**config.mk**
```make
export PLATFORM = sky130hd
export DESIGN_NAME = kernel_loader
export DESIGN_NICKNAME = d
export VERILOG_FILES = /design/src/rtl/kernel_loader.sv
export SDC_FILE = /design/constraint.sdc
export NUM_CORES = 1
export LEC_CHECK = 0
export BUFFER_PORTS_ARGS = -buffer_cell sky130_fd_sc_hd__clkbuf_2
export CORE_MARGIN = 2
export CORE_UTILIZATION = 30
export DETAILED_ROUTE_END_ITERATION = 8
export GPL_ROUTABILITY_DRIVEN = 0
export PLACE_DENSITY = 0.51
export SYNTH_ARGS = -nofsm -noshare
export SYNTH_HDL_FRONTEND = slang
export SYNTH_SLANG_ARGS = --single-unit
```
**constraint.sdc**
```tcl
create_clock -name clk -period 3.7 [get_ports clk]
set_input_delay 0.185 -clock clk [delete_from_list [all_inputs] [get_ports clk]]
set_output_delay 0.185 -clock clk [all_outputs]
set_load 0.05 [all_outputs]
```
**src/rtl/kernel_loader.sv**
```systemverilog
// Streams CHANNELS*9 weights from a synchronous-read weight memory into the
// depthwise kernel register bank as an in-order write sequence, then pulses done.
module kernel_loader #(
  parameter  int DATA_W   = 8,
  parameter  int CHANNELS = 32,
  parameter  int MEM_AW   = 16,
  parameter  int RD_LAT   = 1,
  localparam int TOTAL    = CHANNELS * 9,
  localparam int IDX_W    = $clog2(TOTAL)
) (
  input  logic                     clk,
  input  logic                     reset,
  input  logic                     start,
  input  logic [MEM_AW-1:0]        base_addr,
  input  logic                     pause,
  output logic                     mem_rd_en,
  output logic [MEM_AW-1:0]        mem_rd_addr,
  input  logic signed [DATA_W-1:0] mem_rd_data,
  output logic                     wr_en,
  output logic [IDX_W-1:0]         wr_addr,
  output logic signed [DATA_W-1:0] wr_data,
  output logic                     busy,
  output logic                     done
);

  localparam logic [IDX_W-1:0] LAST_IDX = IDX_W'(TOTAL - 1);

  typedef enum logic [1:0] {IDLE, READ, DRAIN, DONE} state_e;

  state_e              state_q;
  logic [MEM_AW-1:0]   base_q;
  logic [IDX_W-1:0]    rd_idx_q;
  logic                busy_q;
  logic                done_q;
  logic [RD_LAT-1:0]   vld_q;
  logic [IDX_W-1:0]    idx_q [RD_LAT];
  logic                issue;
  logic                last_wr;

  // pause gates the read strobe in the same cycle, so issue is not registered
  assign issue   = (state_q == READ) && !pause;
  assign last_wr = vld_q[RD_LAT-1] && (idx_q[RD_LAT-1] == LAST_IDX);

  assign mem_rd_en   = issue;
  assign mem_rd_addr = base_q + MEM_AW'(rd_idx_q);
  assign wr_en       = vld_q[RD_LAT-1];
  assign wr_addr     = idx_q[RD_LAT-1];
  assign wr_data     = mem_rd_data;
  assign busy        = busy_q;
  assign done        = done_q;

  // Index tag travels alongside each read so the write lands on the right slot
  always_ff @(posedge clk) begin
    if (reset) begin
      vld_q <= '0;
      for (int i = 0; i < RD_LAT; i++) begin
        idx_q[i] <= '0;
      end
    end else begin
      vld_q[0] <= issue;
      idx_q[0] <= rd_idx_q;
      for (int i = 1; i < RD_LAT; i++) begin
        vld_q[i] <= vld_q[i-1];
        idx_q[i] <= idx_q[i-1];
      end
    end
  end

  always_ff @(posedge clk) begin
    if (reset) begin
      state_q  <= IDLE;
      base_q   <= '0;
      rd_idx_q <= '0;
      busy_q   <= 1'b0;
      done_q   <= 1'b0;
    end else begin
      done_q <= 1'b0;
      case (state_q)
        IDLE: begin
          if (start) begin
            base_q   <= base_addr;
            rd_idx_q <= '0;
            busy_q   <= 1'b1;
            state_q  <= READ;
          end
        end
        READ: begin
          if (!pause) begin
            rd_idx_q <= rd_idx_q + 1'b1;
            if (rd_idx_q == LAST_IDX) begin
              state_q <= DRAIN;
            end
          end
        end
        DRAIN: begin
          if (last_wr) begin
            busy_q  <= 1'b0;
            done_q  <= 1'b1;
            state_q <= DONE;
          end
        end
        DONE: begin
          state_q <= IDLE;
        end
        default: begin
          state_q <= IDLE;
        end
      endcase
    end
  end

endmodule

```
### Word-level counts from Yosys, hierarchy flattened

Memory sizes are Yosys's and may differ from the RTL's.
Index checks and enable logic that the tools add are counted.

| word-level totals | value |
|---|---|
| register bits after elaboration | 30 |
| bits in writable memories | 9 |
| output and inout port bits | 37 |
| word-level logic and storage cells | 48 |
| memories | 1 |

Memories:

| name | words | bits a word | read ports | clocked after Yosys merged registers in | wr ports | RTL line | text |
|---|---|---|---|---|---|---|---|
| idx_q | 1 | 9 | 1 | 0 | 1 | 36 | `logic [IDX_W-1:0] idx_q [RD_LAT];` |

| cells by class | value |
|---|---|
| add/subtract/negate cells | 2 |
| equality and inequality tests | 9 |
| mux-type cells | 17 |
| bitwise operators | 1 |
| reduce and logical (&&, ||, !) cells | 12 |

Operators with widths:

| kind | number |
|---|---|
| 9-bit two-way mux | 3 |
| 9-bit equality test, second input constant | 2 |
| 9-bit case mux with 2 select lines | 1 |
| 16-bit by 9-bit adder with 16-bit output | 1 |
| 9-bit by 1-bit adder with 9-bit output, second input constant | 1 |
| 9-bit OR reduction | 1 |
| 2-bit two-way mux | 4 |
| 2-bit case mux with 4 select lines | 1 |
| 1-bit two-way mux | 7 |
| 2-bit != test, second input constant | 3 |
| 3-bit AND reduction | 2 |
| 2-bit equality test, second input constant | 2 |
| 4-bit AND reduction | 1 |
| 2-bit nonzero test | 2 |
| 2-bit by 1-bit equality test with 1-bit output, second input constant | 1 |
| 1-bit logical AND | 2 |
| 2-bit zero test | 1 |
| 2-bit by 1-bit != test with 1-bit output, second input constant | 1 |
| 1-bit case mux with 2 select lines | 1 |
| 2-bit AND reduction | 1 |
| 2-bit OR reduction | 1 |
| 1-bit zero test | 1 |
| 1-bit inverter | 1 |

### Depth between registers and ports, before layout

Gate-level depths: netlist of the first run.

| logic depth | value |
|---|---|
| depth in word-level cells | 4 |
| gate-level depth with buffers | 8 |
| depth with buffers taken out | 7 |

### Least setup slack after synthesis of the first run

Ideal clock, no wire load.

| timing | value |
|---|---|
| path kind | reg-to-output |
| start | reg rd_idx_q[0] |
| end | out mem_rd_addr[12] |
| arrival time | 2.478 ns |
| setup slack | 1.037 ns |
| cell stages (with the launch flop) | 8 |
| cell sequence | dfxtp_1 > ha_1 > fa_1 > a211oi_1 > o21ai_1 > a31oi_1 > nor2_1 > xor2_1 |

| on the way | value |
|---|---|
| longest elaborated chain between the ends | 1 |

Ends and longest elaborated chain:

| item | RTL line | text |
|---|---|---|
| start: declaration | 32 | `logic [IDX_W-1:0] rd_idx_q;` |
| start signal: assignment | 89 | `rd_idx_q <= rd_idx_q + 1'b1;` |
| 16-bit by 9-bit adder with 16-bit output | 45 | `assign mem_rd_addr = base_q + MEM_AW'(rd_idx_q);` |
| end: declaration | 17 | `output logic [MEM_AW-1:0] mem_rd_addr,` |

Every way passes these cells.

### Final worst setup path of the first run

Ends and elaborated chain as after synthesis.

==> results.sh, run 1 <==
export IMPL_ir_drop_mv=0.261
export IMPL_cts_setup_buffers=0
export IMPL_holdBufCountCts=0
export IMPL_cts_sinks=39
export IMPL_layoutNonFillerInstCount=386
export IMPL_area_delta_synth_final_pct=18.4
export IMPL_syn_num_nets=293
export IMPL_drtIter0Drc=56
export IMPL_synth_cell_type_count=44
export IMPL_vias=1807
export IMPL_hp_class="primary input to register"
export IMPL_place_area_um2=2360
export IMPL_maxSlewViolCount=0
export IMPL_yosysWarnings=0
export IMPL_max_freq_mhz=343
export IMPL_cp_arrival_ps=2730
export IMPL_grt_setup_unrepaired="false"
export IMPL_hp_start="base_addr[1]"
export IMPL_clock_skew_ps=5.69
export IMPL_syn_area_um2=2110
export IMPL_dr_pass1_iters=4
export IMPL_ys_flop_type="dfxtp_1"
export IMPL_antenna_cells=0
export IMPL_final_cell_mix="48 x clkbuf_2, 43 x nand2_1, 39 x dfxtp_1"
export IMPL_hpwl_um=3710
export IMPL_finalHoldViolations=0
export IMPL_syn_area_per_cell_um2=8.41
export IMPL_end_kind="primary output"
export IMPL_postSynthCellCount=251
export IMPL_ioPinCount=65
export IMPL_io_buffer_count=48
export IMPL_worst_pin_slew_ps=658
export IMPL_reg2reg_to="state_q[1]"
export IMPL_synth_edff_count=0
export IMPL_drc=0
export IMPL_grt_max_degree=33
export IMPL_cp_max_fo=8
export IMPL_globalRouteTotalUtil_pct=12.8
export IMPL_clk_transition_reported_paths_ps=80
export IMPL_fin_area_um2=2500
export IMPL_status="finished clean"
export IMPL_synth_top_area_share_pct=37.0
export IMPL_min_delay_path_depth=3
export IMPL_h_tree_depth=2
export IMPL_grt_pass1_wl_um=7690
export IMPL_final_common_cell="clkbuf_2"
export IMPL_post_route_min_period_ps=2920
export IMPL_cts_buffer_depth=2
export IMPL_synth_seq_area_share_pct=37.0
export IMPL_cp_start_kind="register"
export IMPL_synth_area_leader_cell="dfxtp_1"
export IMPL_p_per_area_nw_per_um2=588
export IMPL_die_area_um2=7730
export IMPL_ff_latch_area_um2=781
export IMPL_die_w_um=87.9
export IMPL_multi_input_area_um2=1210
export IMPL_setup_viol=0
export IMPL_grt_pass1_vias=1652
export IMPL_rr_worst_depth=6
export IMPL_finalWirelength_um=4740
export IMPL_cts_resized=0
export IMPL_worstPathRequired_ps=3510
export IMPL_max_slew_margin_pct=56.1
export IMPL_fin_crit_sh_pct=78.8
export IMPL_layout_drive_gt1_share_pct=21.4
export IMPL_clock_latency_ps=290
export IMPL_tritoncts="done"
export IMPL_r2r_slack_ps=1690
export IMPL_cts_made_buffers=5
export IMPL_synth_area_leaders="dfxtp_1 37%, ha_1 7.7%, nand2_1 7.6%, a21oi_1 6.6%, xor2_1 4.1%"
export IMPL_gr_total_overflow=0
export IMPL_ys_seq_elements=39
export IMPL_final_setup_tns_ps=0
export IMPL_drtAntennaViolNets=0
export IMPL_dp_cells=378
export IMPL_vias_per_cell=4.68
export IMPL_post_route_util_pct=36.8
export IMPL_timing_rr_start="rd_idx_q[0]"
export IMPL_initial_core_util_pct=31.1
export IMPL_fillers=749
export IMPL_maxCapViolCount=0
export IMPL_p_leak_nw=1.09
export IMPL_synth_async_reset_ratio_pct=0
export IMPL_die_h_um=87.9
export IMPL_coreArea_um2=6790
export IMPL_rows=30
export IMPL_hold_end="base_q[1]"
export IMPL_grt_antenna_before_repair=0
export IMPL_routedWlPerCell_um=12.3
export IMPL_root_buffer="clkbuf_8"
export IMPL_path_class="register to primary output"
export IMPL_nNetsFinal=331
[routing by layer]
layer | global-route usage [%] | up-vias | part of all wire [%]
li1 | - | 948 | -
met1 | 17.8 | 823 | 50
met2 | 19.2 | 32 | 44
met3 | 3.39 | 4 | 4.8
met4 | 4.48 | 0 | 1.2
met5 | 0 | - | 0
[cells by family after synthesis]
| kind of cell | synth area share (%) |
|---|---|
| and+or+nand+nor | 24.1 |
| AOI/OAI and AO/OA | 15.5 |
| DFF | 37.0 |
| buffers and inverters | 5.86 |
| xor gates and xnor gates | 7.46 |
| adders and majority gates | 8.65 |
| muxes | 1.48 |
[state kept, by name (all words and copies together) (netlist names)]
signal	cells
wr_en	1
state_q	2
rd_idx_q	9
idx_q	9
busy	1
base_q	16
done	1
[through the flow]
step	total power [mW]	worst slack, ps	hold slack, ps
after floorplan	0.981	1040	268
final	1.47	783	104
after global placement	1.06	1190	370
after detailed placement	1.06	1110	370
after CTS	1.49	786	99.8
after global routing	1.56	599	111
[where the power goes]
| part | internal (mW) | total, mW | switching [mW] |
|---|---|---|---|
| sequential | 0.469 | 0.512 | 0.0426 |
| clock | 0.269 | 0.425 | 0.156 |
| combinational | 0.162 | 0.532 | 0.370 |
[synth_stat cells (2+ instances only)]
cell type,count
o211ai_1,2
o21ai_0,4
nor2_1,15
nand4_1,6
a21oi_1,28
dfxtp_1,39
a31oi_1,2
o21ai_1,2
inv_1,4
nor3_1,7
clkbuf_1,5
nor2b_1,10
xor2_1,10
nor3b_1,3
xnor2_1,8
ha_1,13
nand2_1,43
and2_1,2
buf_4,10
nor4_1,2
a21o_1,4
mux2i_1,2
a211oi_1,4
nand3_1,3
or3_1,2
o21bai_1,3
[worst max-delay path by stage]
stage | from | endpoint | slack [ps] | depth (start not counted)
finish | rd_idx_q[0] | mem_rd_addr[12] | 780 | 8
global route | rd_idx_q[0] | mem_rd_addr[14] | 600 | 8
CTS | rd_idx_q[0] | mem_rd_addr[12] | 790 | 8
detailed placement | rd_idx_q[0] | mem_rd_addr[12] | 1110 | 8
global placement | rd_idx_q[0] | mem_rd_addr[14] | 1190 | 8
floorplan | rd_idx_q[0] | mem_rd_addr[12] | 1040 | 7
[cell type report]
type                       instances  share of cell area [%]
sequential                        39                    31.2
tap                               96                    4.80
multi-input combinational        191                    48.3
clock buffer                       5                    2.75
clock inverter                     3                    2.70
timing repair buffer              48                    9.61
inverter                           4                   0.601
[critical path, cell delays in order (launching register included)]
cell and delay, ps:
dfxtp_1 390, ha_1 250, fa_1 420, a211oi_1 270, o21ai_1 170, a31oi_1 390
nor2_1 100, xor2_1 150, clkbuf_2 290
(Power assumes the default switching activity.)
==> run 2, diff against run 1 <==
--- a/config.mk
+++ b/config.mk
@@ -5,12 +5,13 @@
 export SDC_FILE = /design/constraint.sdc
 export NUM_CORES = 1
 export LEC_CHECK = 0
+export ABC_AREA = 1
 export BUFFER_PORTS_ARGS = -buffer_cell sky130_fd_sc_hd__clkbuf_2
 export CORE_MARGIN = 2
 export CORE_UTILIZATION = 30
 export DETAILED_ROUTE_END_ITERATION = 8
 export GPL_ROUTABILITY_DRIVEN = 0
-export PLACE_DENSITY = 0.51
+export PLACE_DENSITY = 0.52
 export SYNTH_ARGS = -nofsm -noshare
 export SYNTH_HDL_FRONTEND = slang
 export SYNTH_SLANG_ARGS = --single-unit
==> constraint.sdc (replaced) <==
create_clock -name clk -period 2.6 [get_ports clk]
set_input_delay 0.13 -clock clk [delete_from_list [all_inputs] [get_ports clk]]
set_output_delay 0.13 -clock clk [all_outputs]
set_load 0.05 [all_outputs]
==> run 2 against run 1 <==
Net effect:
- routed wire length is 8.7% higher
- global-route usage is 0.65 points higher
- final area is 5.0% higher
- clock skew hardly changed
- utilization is 0.62 points lower
- setup slack worse by 490 ps
- critical endpoint is now mem_rd_addr[14]
- highest routed layer unchanged
- register-to-register slack worse by 620 ps
- sequential power is 50% higher
- hold slack worse by 21 ps
==> results.sh, run 2 <==
export IMPL_status="finished clean"
export IMPL_ys_seq_elements=39
export IMPL_die_area_um2=8180
export IMPL_crit_path_top_delay_cell="fa_1"
export IMPL_crit_top_cell="nand2_1"
export IMPL_maxSlewViolCount=0
export IMPL_max_stage_delay_ps=410
export IMPL_reg2reg_to="rd_idx_q[6]"
export IMPL_vias_per_cell=4.42
export IMPL_holdBufCountCts=0
export IMPL_final_common_cell="nand2_1"
export IMPL_coreArea_um2=7250
export IMPL_finalWirelength_um=5150
export IMPL_largest_register_ffs=16
export IMPL_io_buffer_count=48
export IMPL_p_per_area_nw_per_um2=804
export IMPL_clk_transition_reported_paths_ps=80
export IMPL_cts_setup_buffers=0
export IMPL_path_buf_inv=1
export IMPL_grt_pass1_wl_um=8910
export IMPL_drtAntennaViolNets=0
export IMPL_h_tree_depth=2
export IMPL_cp_start_kind="register"
export IMPL_clock_skew_ps=5.57
export IMPL_synth_seq_area_share_pct=34.8
export IMPL_synth_area_leaders="dfxtp_1 35%, nand2_1 12%, nor2_1 8.2%, ha_1 7.3%, inv_1 6.4%"
export IMPL_vias=2092
export IMPL_hold_end="base_q[1]"
export IMPL_max_slew_margin_pct=68.7
export IMPL_crit_chain="ha_1, fa_1, nand3_1, nand2_1, nand3_1, nand2_1, nand2_1, nand3_1, nand2_1, clkbuf_2"
export IMPL_dp_cells=465
export IMPL_largestRegisters="base_q (16), idx_q (9), rd_idx_q (9)"
export IMPL_post_route_util_pct=36.2
export IMPL_regMostFlops="base_q"
export IMPL_fin_crit_sh_pct=88.7
export IMPL_path_class="register to primary output"
export IMPL_layoutNonFillerInstCount=473
export IMPL_hpwl_um=4180
export IMPL_cp_max_fo=4
export IMPL_synth_edff_count=0
export IMPL_hold_slack_ps=82.3
export IMPL_worst_pin_slew_ps=469
export IMPL_synth_area_leader_cell="dfxtp_1"
export IMPL_multi_input_area_um2=1220
export IMPL_grt_antenna_before_repair=0
export IMPL_max_freq_mhz=434
export IMPL_rows=31
export IMPL_cts_sinks=39
export IMPL_postSynthCellCount=330
export IMPL_end_kind="primary output"
export IMPL_area_delta_synth_final_pct=17.0
export IMPL_initial_core_util_pct=30.9
export IMPL_grt_max_degree=25
export IMPL_yosysMostFrequentCell="nand2_1"
export IMPL_setup_viol=0
export IMPL_rr_worst_depth=10
export IMPL_hp_start="base_addr[1]"
export IMPL_ff_latch_area_um2=781
export IMPL_dr_pass1_iters=4
export IMPL_grt_pass1_vias=1919
export IMPL_globalRouteTotalUtil_pct=13.5
export IMPL_die_h_um=90.5
export IMPL_worstPathRequired_ps=2470
export IMPL_grt_setup_unrepaired="false"
export IMPL_syn_area_um2=2240
export IMPL_cts_resized=0
export IMPL_synth_common_cells="74 x nand2_1, 49 x nor2_1, 39 x dfxtp_1"
export IMPL_cp_arrival_ps=2180
export IMPL_layout_drive_gt1_share_pct=18.7
export IMPL_fillers=825
export IMPL_drtIter0Drc=80
export IMPL_ys_flop_type="dfxtp_1"
export IMPL_syn_num_nets=372
export IMPL_cts_buffer_depth=2
export IMPL_post_route_min_period_ps=2310
export IMPL_final_cell_mix="74 x nand2_1, 49 x nor2_1, 48 x clkbuf_2"
export IMPL_ioPinCount=65
export IMPL_synth_async_reset_ratio_pct=0
export IMPL_gr_total_overflow=0
export IMPL_maxCapViolCount=0
export IMPL_drc=0
export IMPL_min_delay_path_depth=3
export IMPL_root_buffer="clkbuf_8"
export IMPL_power_total_mw=2.11
export IMPL_cts_made_buffers=5
export IMPL_hp_class="primary input to register"
export IMPL_syn_area_per_cell_um2=6.79
export IMPL_p_leak_nw=1.36
export IMPL_yosysWarnings=0
export IMPL_routedWlPerCell_um=10.9
export IMPL_finalHoldViolations=0
export IMPL_timing_rr_start="state_q[1]"
export IMPL_antenna_cells=0
export IMPL_synth_cell_type_count=29
export IMPL_r2r_slack_ps=1070
export IMPL_nNetsFinal=415
export IMPL_ir_drop_mv=0.196
export IMPL_crit_family="simple AND/OR/NAND/NOR gates"
export IMPL_final_setup_tns_ps=0
export IMPL_tritoncts="done"
export IMPL_clock_latency_ps=290
export IMPL_die_w_um=90.5
export IMPL_synth_top_area_share_pct=34.8
-- run 2: logic make-up (layout without fill, tap and decap cells) --
kind of cell / Yosys count / in the layout / synth area share, %
AO/OA/AOI/OAI: 49 / 49 / 11.7
XOR/XNOR: 7 / 7 / 2.73
adder cells (fa/ha/maj): 14 / 14 / 8.15
buffers and inverters: 57 / 101 / 10.9
flip-flops: 39 / 39 / 34.8
AND/OR/NAND/NOR: 164 / 164 / 31.7
-- run 2: worst max-delay path by stage --
stage / from / to / slack (ps) / cells after the start
after CTS: rd_idx_q[0] / mem_rd_addr[14] / 270 / 10
after global placement: rd_idx_q[0] / mem_rd_addr[14] / 630 / 10
after global routing: rd_idx_q[0] / mem_rd_addr[14] / 90 / 10
final: rd_idx_q[0] / mem_rd_addr[14] / 290 / 10
after detailed placement: rd_idx_q[0] / mem_rd_addr[14] / 600 / 10
after floorplan: rd_idx_q[0] / mem_rd_addr[6] / 470 / 7
-- run 2: power by group --
| part | switching, mW | internal (mW) | leakage (nW) |
|---|---|---|---|
| logic | 0.686 | 0.250 | 1.00 |
| registers | 0.0777 | 0.691 | 0.318 |
| clock network | 0.216 | 0.188 | 0.0412 |
-- run 2: area by class of cell --
class / instances / share of cell area [%]
Clock buffer: 6 / 2.77
Clock inverter: 2 / 0.477
Inverter: 43 / 6.15
Multi-Input combinational cell: 234 / 46.4
Sequential cell: 39 / 29.8
Tap cell: 99 / 4.72
Timing Repair Buffer: 50 / 9.73
-- run 2: metrics by stage --
step	setup slack, ps	instance area [µm²]
detailed placement	605	2540
finish	295	2620
CTS	273	2620
floorplan	472	2240
global route	90.3	2620
global placement	631	2540
-- run 2: worst reg2reg max path: cells and delay by family, from the launching register on --
kind / cells / cell delay [ps]
AND/OR/NAND/NOR: 6 / 540
adder cells (fa/ha/maj): 1 / 340
flip-flops: 1 / 310
buffers and inverters: 2 / 200
AO/OA/AOI/OAI: 1 / 90
-- run 2: routing by layer --
metal  share of wire [%]  GRT usage (%)  vias to the layer above
met4                 1.7           5.00                        0
met1                  53           19.7                      912
met3                 4.4           3.42                        5
met2                  41           18.9                       38
li1                    -              -                     1137
met5                   0              0                        -
==> run 3, diff against run 2 <==
--- a/config.mk
+++ b/config.mk
@@ -11,7 +11,7 @@
 export CORE_UTILIZATION = 30
 export DETAILED_ROUTE_END_ITERATION = 8
 export GPL_ROUTABILITY_DRIVEN = 0
-export PLACE_DENSITY = 0.52
+export PLACE_DENSITY_LB_ADDON = 0.1
 export SYNTH_ARGS = -nofsm -noshare
 export SYNTH_HDL_FRONTEND = slang
 export SYNTH_SLANG_ARGS = --single-unit
==> run 3 against run 2 <==
Net effect:
- count of clock-buffer cells in the layout is 1 lower
- flip-flop and latch count stayed put
- cell count fell by 0.21%
- setup slack better by 14 ps
- via count is 0.38% higher
- power increased by 5.9%
- clock skew grew 1.5 ps
- hold slack improved by 13 ps
- register-to-register slack about the same
- routed wire length rose by 3.2%
- non-clock buffer count down 1
- sequential power grew 0.9%
- critical path type unchanged
==> results.sh, run 3 (synthesis results as in run 2) <==
export IMPL_status="finished clean"
export IMPL_gr_total_overflow=0
export IMPL_area_delta_synth_final_pct=17.9
export IMPL_p_leak_nw=1.37
export IMPL_reg2reg_to="state_q[1]"
export IMPL_die_h_um=90.5
export IMPL_rows=31
export IMPL_worst_pin_slew_ps=453
export IMPL_maxCapViolCount=0
export IMPL_routed_top_layer="met4"
export IMPL_vias_per_cell=4.45
export IMPL_fin_area_um2=2640
export IMPL_hpwl_um=4300
export IMPL_timing_rr_start="rd_idx_q[1]"
export IMPL_drc=0
export IMPL_met3_length_um=215
export IMPL_final_common_cell="nand2_1"
export IMPL_grt_pass1_vias=1856
export IMPL_wl_met1_um=2910
export IMPL_final_cell_mix="74 x nand2_1, 49 x nor2_1, 48 x clkbuf_2"
export IMPL_max_freq_mhz=437
export IMPL_crit_chain="ha_1, fa_1, nand3_1, nand2_1, nand3_1, nand2_1, nand2_1, nand3_1, nand2_1, clkbuf_2"
export IMPL_fin_crit_sh_pct=88.1
export IMPL_tritoncts="done"
export IMPL_post_route_min_period_ps=2290
export IMPL_finalWirelength_um=5320
export IMPL_end_kind="primary output"
export IMPL_fillers=827
export IMPL_critPathCapture="mem_rd_addr[14]"
export IMPL_crit_family="simple AND/OR/NAND/NOR gates"
export IMPL_drtAntennaViolNets=0
export IMPL_power_total_mw=2.23
export IMPL_largestRegisters="base_q (16), idx_q (9), rd_idx_q (9)"
export IMPL_die_area_um2=8180
export IMPL_max_stage_delay_ps=400
export IMPL_drtIter0Drc=79
export IMPL_grt_antenna_before_repair=0
export IMPL_met2_length_um=2140
export IMPL_antenna_cells=0
export IMPL_path_class="register to primary output"
export IMPL_hp_class="primary input to register"
export IMPL_worstPathRequired_ps=2470
export IMPL_dp_cells=464
export IMPL_holdBufCountCts=0
export IMPL_coreArea_um2=7250
export IMPL_h_tree_depth=2
export IMPL_largest_register_ffs=16
export IMPL_grt_max_degree=23
export IMPL_layoutNonFillerInstCount=472
export IMPL_pre_cts_ws_ps=617
export IMPL_cts_made_buffers=5
export IMPL_post_route_util_pct=36.4
export IMPL_multi_input_area_um2=1220
export IMPL_cts_buffer_depth=2
export IMPL_path_buf_inv=1
export IMPL_path_depth=10
export IMPL_clock_skew_ps=7.11
export IMPL_crit_top_cell="nand2_1"
export IMPL_routedWlPerCell_um=11.3
export IMPL_ff_latch_area_um2=781
export IMPL_rr_worst_depth=9
export IMPL_root_buffer="clkbuf_8"
export IMPL_nNetsFinal=414
export IMPL_cts_resized=0
export IMPL_ioPinCount=65
export IMPL_cp_arrival_ps=2160
export IMPL_ir_drop_mv=0.291
export IMPL_hold_slack_ps=95.0
export IMPL_cts_sinks=39
export IMPL_crit_path_top_delay_cell="fa_1"
export IMPL_cts_setup_buffers=0
export IMPL_globalRouteTotalUtil_pct=13.4
export IMPL_die_w_um=90.5
export IMPL_max_slew_margin_pct=69.8
export IMPL_final_setup_tns_ps=0
export IMPL_r2r_slack_ps=1070
export IMPL_place_area_um2=2530
export IMPL_clock_latency_ps=290
export IMPL_initial_core_util_pct=30.9
export IMPL_cp_max_fo=4
export IMPL_regMostFlops="base_q"
export IMPL_layout_drive_gt1_share_pct=18.8
export IMPL_cp_start_kind="register"
export IMPL_vias=2100
export IMPL_dr_pass1_iters=4
export IMPL_maxSlewViolCount=0
export IMPL_p_per_area_nw_per_um2=845
export IMPL_io_buffer_count=48
export IMPL_crit_start="rd_idx_q[0]"
export IMPL_layout_setup_ws_ps=309
export IMPL_clk_transition_reported_paths_ps=90
export IMPL_grt_pass1_wl_um=8890
export IMPL_finalHoldViolations=0
export IMPL_grt_setup_unrepaired="false"
export IMPL_setup_viol=0
run 3: changes by cell type in the layout (fill, tap and decap cells not counted):
cell and delta:
clkinv_4 +1, buf_4 -1, clkinvlp_4 -1, clkbuf_1 -1
bufinv_16 +1
run 3: tightest hold or removal path, cell delays in order:
cell and delay, ps:
clkbuf_2 70, o21ai_0 70, nor2_1 80
run 3: routing by layer:
layer  vias to the layer above  track usage (%)
li1                       1137                -
met1                       922             19.4
met2                        34             19.7
met3                         7             3.09
met4                         0             3.72
met5                         -                0
run 3: worst min path at each step:
stage / slack [ps] / to / start / cells past startpoint
after floorplan: 300 / base_q[0] / base_addr[0] / 2
after global placement: 260 / wr_data[2] / mem_rd_data[2] / 0
after detailed placement: 260 / wr_data[2] / mem_rd_data[2] / 0
after CTS: 90 / base_q[2] / base_addr[2] / 3
after global routing: 100 / base_q[12] / base_addr[12] / 3
final: 100 / base_q[2] / base_addr[2] / 3
run 3: cell type report:
class | count | share of cell area [%]
tap | 99 | 4.69
clock buffer | 5 | 2.60
timing repair buffer | 49 | 9.37
clock inverter | 3 | 1.66
inverter | 43 | 6.11
multi-input combinational | 234 | 46.0
sequential | 39 | 29.5
run 3: power by group:
group	internal, mW	total, mW	switching (mW)	leakage (nW)
Sequential	0.691	0.776	0.0844	0.318
Clock	0.286	0.517	0.231	0.0581
Combinational	0.251	0.940	0.690	0.998
